==> src/rtl/booth_prod_acc.sv <==
// ----------------------------------------------------------------------------
// booth_prod_acc
//
// Dot-product accumulator that sits behind an 8x8 Booth multiplier. A run
// starts with in_start while IDLE. The block then accepts in_len signed 16-bit
// products (in_len = 0 means 16) and adds each one into a signed ACC_W-bit
// accumulator. When the last product has been added, it presents the final sum
// until the consumer takes it.
//
// Each addition is done at ACC_W+1 bits, so an out-of-range result can always
// be detected. Any overflow in a run sets the sticky o_ovf flag, which stays
// set until the next in_start.
//
// Configuration macro: BOOTH_ACC_SAT_EN
//   defined   : an overflowing sum clamps to the most positive or most
//               negative ACC_W-bit value
//   undefined : an overflowing sum wraps (the low ACC_W bits are kept)
//
// Parameters
//   ACC_W          signed accumulator width, 17..32 (default 20)
//
// Ports
//   in_clk         clock; all state changes on the rising edge
//   in_rst_n       synchronous active-low reset
//   in_start       start a run (acted on only in IDLE)
//   in_len         number of products in the run, 0 encodes 16
//   in_prod_valid  in_prod carries a product
//   in_prod        signed product word
//   o_prod_ready   high exactly while accumulating (decoded from state only)
//   o_acc          running and final accumulated sum (signed)
//   o_acc_valid    o_acc holds a final result
//   in_acc_ready   consumer takes the result
//   o_ovf          sticky overflow flag for the current run
//   o_busy         high while accumulating or holding a result
// ----------------------------------------------------------------------------
module booth_prod_acc #(
  parameter int ACC_W = 20
) (
  input  logic                    in_clk,
  input  logic                    in_rst_n,
  input  logic                    in_start,
  input  logic [3:0]              in_len,
  input  logic                    in_prod_valid,
  input  logic signed [15:0]      in_prod,
  output logic                    o_prod_ready,
  output logic signed [ACC_W-1:0] o_acc,
  output logic                    o_acc_valid,
  input  logic                    in_acc_ready,
  output logic                    o_ovf,
  output logic                    o_busy
);

  // One guard bit above the accumulator, so every sum is exact.
  localparam int SUM_W = ACC_W + 1;
  localparam int EXT_W = SUM_W - 16;

`ifdef BOOTH_ACC_SAT_EN
  localparam logic [ACC_W-1:0] ACC_MAX = {1'b0, {(ACC_W-1){1'b1}}};
  localparam logic [ACC_W-1:0] ACC_MIN = {1'b1, {(ACC_W-1){1'b0}}};
`endif

  typedef enum logic [1:0] {
    ST_IDLE = 2'd0,
    ST_ACC  = 2'd1,
    ST_DONE = 2'd2
  } state_t;

  state_t           state_r;
  logic [4:0]       cnt_r;
  logic [4:0]       len_load_s;
  logic [SUM_W-1:0] prod_ext_s;
  logic [SUM_W-1:0] sum_s;
  logic [ACC_W-1:0] next_acc_s;
  logic             sum_ovf_s;

  // The exact sum leaves the ACC_W range when its guard bit and its top
  // accumulator bit disagree.
  function automatic logic range_ovf(input logic guard_bit, input logic top_bit);
    return guard_bit ^ top_bit;
  endfunction

  // Decode the run length; the 4-bit code 0 stands for a full 16-product run.
  always_comb begin
    if (in_len == 4'd0) begin
      len_load_s = 5'd16;
    end else begin
      len_load_s = {1'b0, in_len};
    end
  end

  // Extended-width addition, overflow detection and the wrap/clamp choice.
  always_comb begin
    prod_ext_s = {{EXT_W{in_prod[15]}}, in_prod};
    sum_s      = {o_acc[ACC_W-1], o_acc} + prod_ext_s;
    sum_ovf_s  = range_ovf(sum_s[SUM_W-1], sum_s[SUM_W-2]);
`ifdef BOOTH_ACC_SAT_EN
    if (sum_ovf_s) begin
      // The guard bit carries the true sign of the sum, so it picks the rail.
      if (sum_s[SUM_W-1]) begin
        next_acc_s = ACC_MIN;
      end else begin
        next_acc_s = ACC_MAX;
      end
    end else begin
      next_acc_s = sum_s[ACC_W-1:0];
    end
`else
    next_acc_s = sum_s[ACC_W-1:0];
`endif
  end

  // Products are taken only in ACC. Ready depends on the state alone, so the
  // upstream can rely on it without any combinational loop through valid.
  always_comb begin
    o_prod_ready = (state_r == ST_ACC);
  end

  // Control FSM with the accumulator, the overflow flag and the registered
  // status outputs.
  always_ff @(posedge in_clk) begin
    if (!in_rst_n) begin
      state_r     <= ST_IDLE;
      cnt_r       <= 5'd0;
      o_acc       <= {ACC_W{1'b0}};
      o_ovf       <= 1'b0;
      o_acc_valid <= 1'b0;
      o_busy      <= 1'b0;
    end else begin
      case (state_r)
        ST_IDLE: begin
          if (in_start) begin
            state_r     <= ST_ACC;
            cnt_r       <= len_load_s;
            o_acc       <= {ACC_W{1'b0}};
            o_ovf       <= 1'b0;
            o_acc_valid <= 1'b0;
            o_busy      <= 1'b1;
          end else begin
            state_r     <= ST_IDLE;
          end
        end
        ST_ACC: begin
          if (in_prod_valid) begin
            o_acc <= next_acc_s;
            o_ovf <= o_ovf | sum_ovf_s;
            cnt_r <= cnt_r - 5'd1;
            // The final sum is already in o_acc when valid rises.
            if (cnt_r == 5'd1) begin
              state_r     <= ST_DONE;
              o_acc_valid <= 1'b1;
            end else begin
              state_r     <= ST_ACC;
            end
          end else begin
            state_r <= ST_ACC;
          end
        end
        ST_DONE: begin
          // A start that arrives together with ready is dropped.
          if (in_acc_ready) begin
            state_r     <= ST_IDLE;
            o_acc_valid <= 1'b0;
            o_busy      <= 1'b0;
          end else begin
            state_r     <= ST_DONE;
          end
        end
        default: begin
          state_r     <= ST_IDLE;
          cnt_r       <= 5'd0;
          o_acc_valid <= 1'b0;
          o_busy      <= 1'b0;
        end
      endcase
    end
  end

endmodule

==> config.mk <==
export PLATFORM = sky130hd
export DESIGN_NAME = booth_prod_acc
export DESIGN_NICKNAME = d
export VERILOG_FILES = /design/src/rtl/booth_prod_acc.sv
export SDC_FILE = /design/constraint.sdc
export NUM_CORES = 1
export LEC_CHECK = 0
export CORE_UTILIZATION = 45
export DETAILED_ROUTE_END_ITERATION = 8
export PLACE_DENSITY_LB_ADDON = 0.08
export SETUP_SLACK_MARGIN = 0.1
export SLEW_MARGIN = 20
export SYNTH_ARGS = -nofsm -noshare
export SYNTH_HDL_FRONTEND = slang
export SYNTH_SLANG_ARGS = --single-unit
==> constraint.sdc <==
create_clock -name in_clk -period 2.11 [get_ports in_clk]
set_input_delay 0.211 -clock in_clk [delete_from_list [all_inputs] [get_ports in_clk]]
set_output_delay 0.211 -clock in_clk [all_outputs]
set_load 0.01 [all_outputs]
==> impl_metrics.toml <==
[synthesis]
synthArstFlopShare_pct = 0
ys_types = 44
yosysSeqAreaShare_pct = 27.09
syn_area_sq_um = 2217
synth_edf_count = 0
syn_avg_cell_area_sq_um = 7.890
syn-instance-count = 281
synth-warning-count = 0
synth_nets = 329
synthFlopType = "dfxtp_1"
ys_ff_latch = 30

[timing]
hold_viol = 0
drv_slew = 0
fmax_mhz = 494.4
post-route-period-util_pct = 95.87
rsz0062_at_grt = "true"
period_minus_slack_ns = 2.023
layout_setup_ws_ns = 0.08724
setup_viol = 0
slew-limit-headroom_pct = 71.39
fin_worst_skew_ns = 0.007786
tightest_slew_ns = 0.4292

[clock_tree]
clkLatencyLatePin_ns = 0.28
numCtsBuffers = 5
cts_root_buffer = "clkbuf_8"
cts_tree = "done"
cts.path.max_buffers = 2
clock_sinks = 30
path_clk_slew_ns = 0.07
htreeDepth = 2

[global_route]
grt_use_met3_pct = 4.306
busiest_layer = "met2"
antenna_found_initial = 0
grt-ovfl-total = 0
grt_pass1_vias = 2263
gr-usage-met1_pct = 30.42
grt_max_degree = 14
use_met2_pct = 43.51
gr-usage-all-layers_pct = 24.62
grt_pass1_wl_microns = 10040

[routing]
num_vias = 2360
drt-initial-drc-count = 107
wl_microns = 5964
drt_pass1_iterations = 4
viasPerCell = 5.315
antenna_left = 0
wire_per_inst_microns = 13.43
drc_errors = 0

[power_and_ir_drop]
ir_worst_vdd_mv = 0.3525
p_leak_nw = 1.509
powerDensity_nw_per_um2 = 492.2

[worst_setup_path]
path_delay_family = "compound AO/OA/AOI/OAI gates"
critPathMaxFanout = 4
crit_slowest_cell = "clkdlybuf4s50_1"
worstPathRequired_ns = 2.28
path_cells = "clkdlybuf4s50_1, ha_4, nand4b_1, a21oi_2, a211oi_2, buf_4, o31a_4, xor2_1, o21ai_1"
cp_slowest_stage_delay_ns = 0.47
start_kind = "input port"
path_class = "in -> reg"
endpoint_kind = "register"
worstPathArrival_ns = 2.19
path_buf_inv = 2

[die]
io_pins = 49
start_util_pct = 46.94
die_h_microns = 72.19
die_w_microns = 72.19
fp-row-count = 25
core_area_sq_um = 4723
die-area_sq_um = 5211

[status]
status = "finished clean"

[placed_design]
dp.final_hpwl_microns = 4544
post-place-ws_ns = -0.3783
io_buffer_count = 48
gp_congestion = 0.8607

[hold_path]
hp-class = "reg -> reg"

[run]
cap_viol_max_count = 0

[cells_and_area]
antennaDiodeCount = 0
layout-drive-gt1-share_pct = 24.40
final_nets = 425
fin_util_pct = 71.71
layout-area-overhead-vs-synth_pct = 52.77
[cell usage after synthesis, drive strengths merged (6+ instances only)]
cell	n	area, sq um
a21o	10	75.07
a21oi	25	132.6
a22oi	8	60.06
and2	6	37.54
clkbuf	9	33.78
dfxtp	30	600.6
ha	22	275.3
inv	11	41.29
nand2	37	138.9
nand2b	6	37.54
nor2	13	48.80
nor2b	14	87.58
o21ai	20	100.1
xnor2	11	96.34
xor2	7	61.31
[worst register-to-register path, cell delays in order, from the launching register on]
cell	delay [ns]
dfxtp_2	0.34
ha_4	0.26
a21oi_2	0.05
nand4b_1	0.21
a21oi_2	0.24
a211oi_2	0.09
buf_4	0.15
o31a_4	0.34
xor2_1	0.15
o21ai_1	0.07
[worst paths after layout]
check	to	slack (ns)	cells past startpoint	startpoint
worst min register to register	o_busy	0.47	2	o_busy
worst max-delay path	o_acc[19]	0.09	9	in_prod[4]
worst max register to register	o_acc[19]	0.10	9	o_acc[1]
worst min-delay path	o_busy	0.47	2	o_busy
[registers in the layout, summed over array words and instances (netlist names)]
register     count
o_acc           20
cnt_r            5
state_r          2
o_acc_valid      1
o_busy           1
o_ovf            1
[layer usage]
metal / part of all wire, % / wire length [microns]
met2: 48 / 2875
met5: 0 / 0
met1: 47 / 2797
met3: 3.4 / 205
met4: 1.4 / 86
[power by group]
part,switching (W),leakage (nW),internal (W),total (W)
Clock,0.000227,0.0438,0.000221,0.000449
Combinational,0.000270,1.22,0.000315,0.000585
Sequential,0.0000339,0.247,0.000600,0.000634
[cells in the final DEF, fill, tap and decap left out, types with 7 or more instances in the layout]
master	count
nor2b_1	14
ha_1	15
o21ai_1	7
xor2_1	7
inv_1	10
xnor2_1	10
o21ai_0	12
buf_4	52
clkdlybuf4s50_1	43
a22oi_1	8
a21oi_1	19
nand2_1	35
nor2_1	12
a21o_1	10
dfxtp_1	25
[layout make-up]
class	instances	area [sq um]
repair buffers	100	872.1
inverters	11	41.29
clock buffers	5	68.82
flip-flops and latches	30	606.8
clock inverters	2	10.01
multi-input cells	229	1704
well taps	67	83.83
fillers	379	1336
[through the flow]
step	setup TNS, ns	total power [W]	hold WS [ns]	cells	area, sq um
floorplan	0	0.0009401	0.3842	281	2258
global placement	-2.663	0.001182	0.4550	432	3132
detailed placement	-3.060	0.001190	0.4611	432	3132
CTS	0	0.001659	0.4710	441	3293
global route	0	0.001775	0.4902	444	3387
finish	0	0.001667	0.4663	444	3387
[kinds of logic (layout without fill, tap and decap cells)]
| kind of cell | count (synthesis) | after routing | share of synthesized area (%) |
|---|---|---|---|
| multiplexers | 2 | 2 | 0.9030 |
| AND/OR/NAND/NOR | 96 | 96 | 21.50 |
| AO/OA/AOI/OAI | 90 | 90 | 26.24 |
| XOR/XNOR | 18 | 18 | 7.111 |
| buffers and inverters | 22 | 118 | 3.837 |
| flip-flops | 30 | 30 | 27.09 |
| adder cells (fa/ha/maj) | 23 | 23 | 13.32 |
[what timing repair did]
action | 4_1_cts | 5_1_grt
pin swaps | 13 | 16
endpoints found under the hold margin | 0 | 0
setup buffers | 2 | 3
resized for setup | 18 | 20
endpoints found under the setup margin | 10 | 11
hold buffers | 0 | 0
No activity file was read; power rests on OpenSTA's default activity.
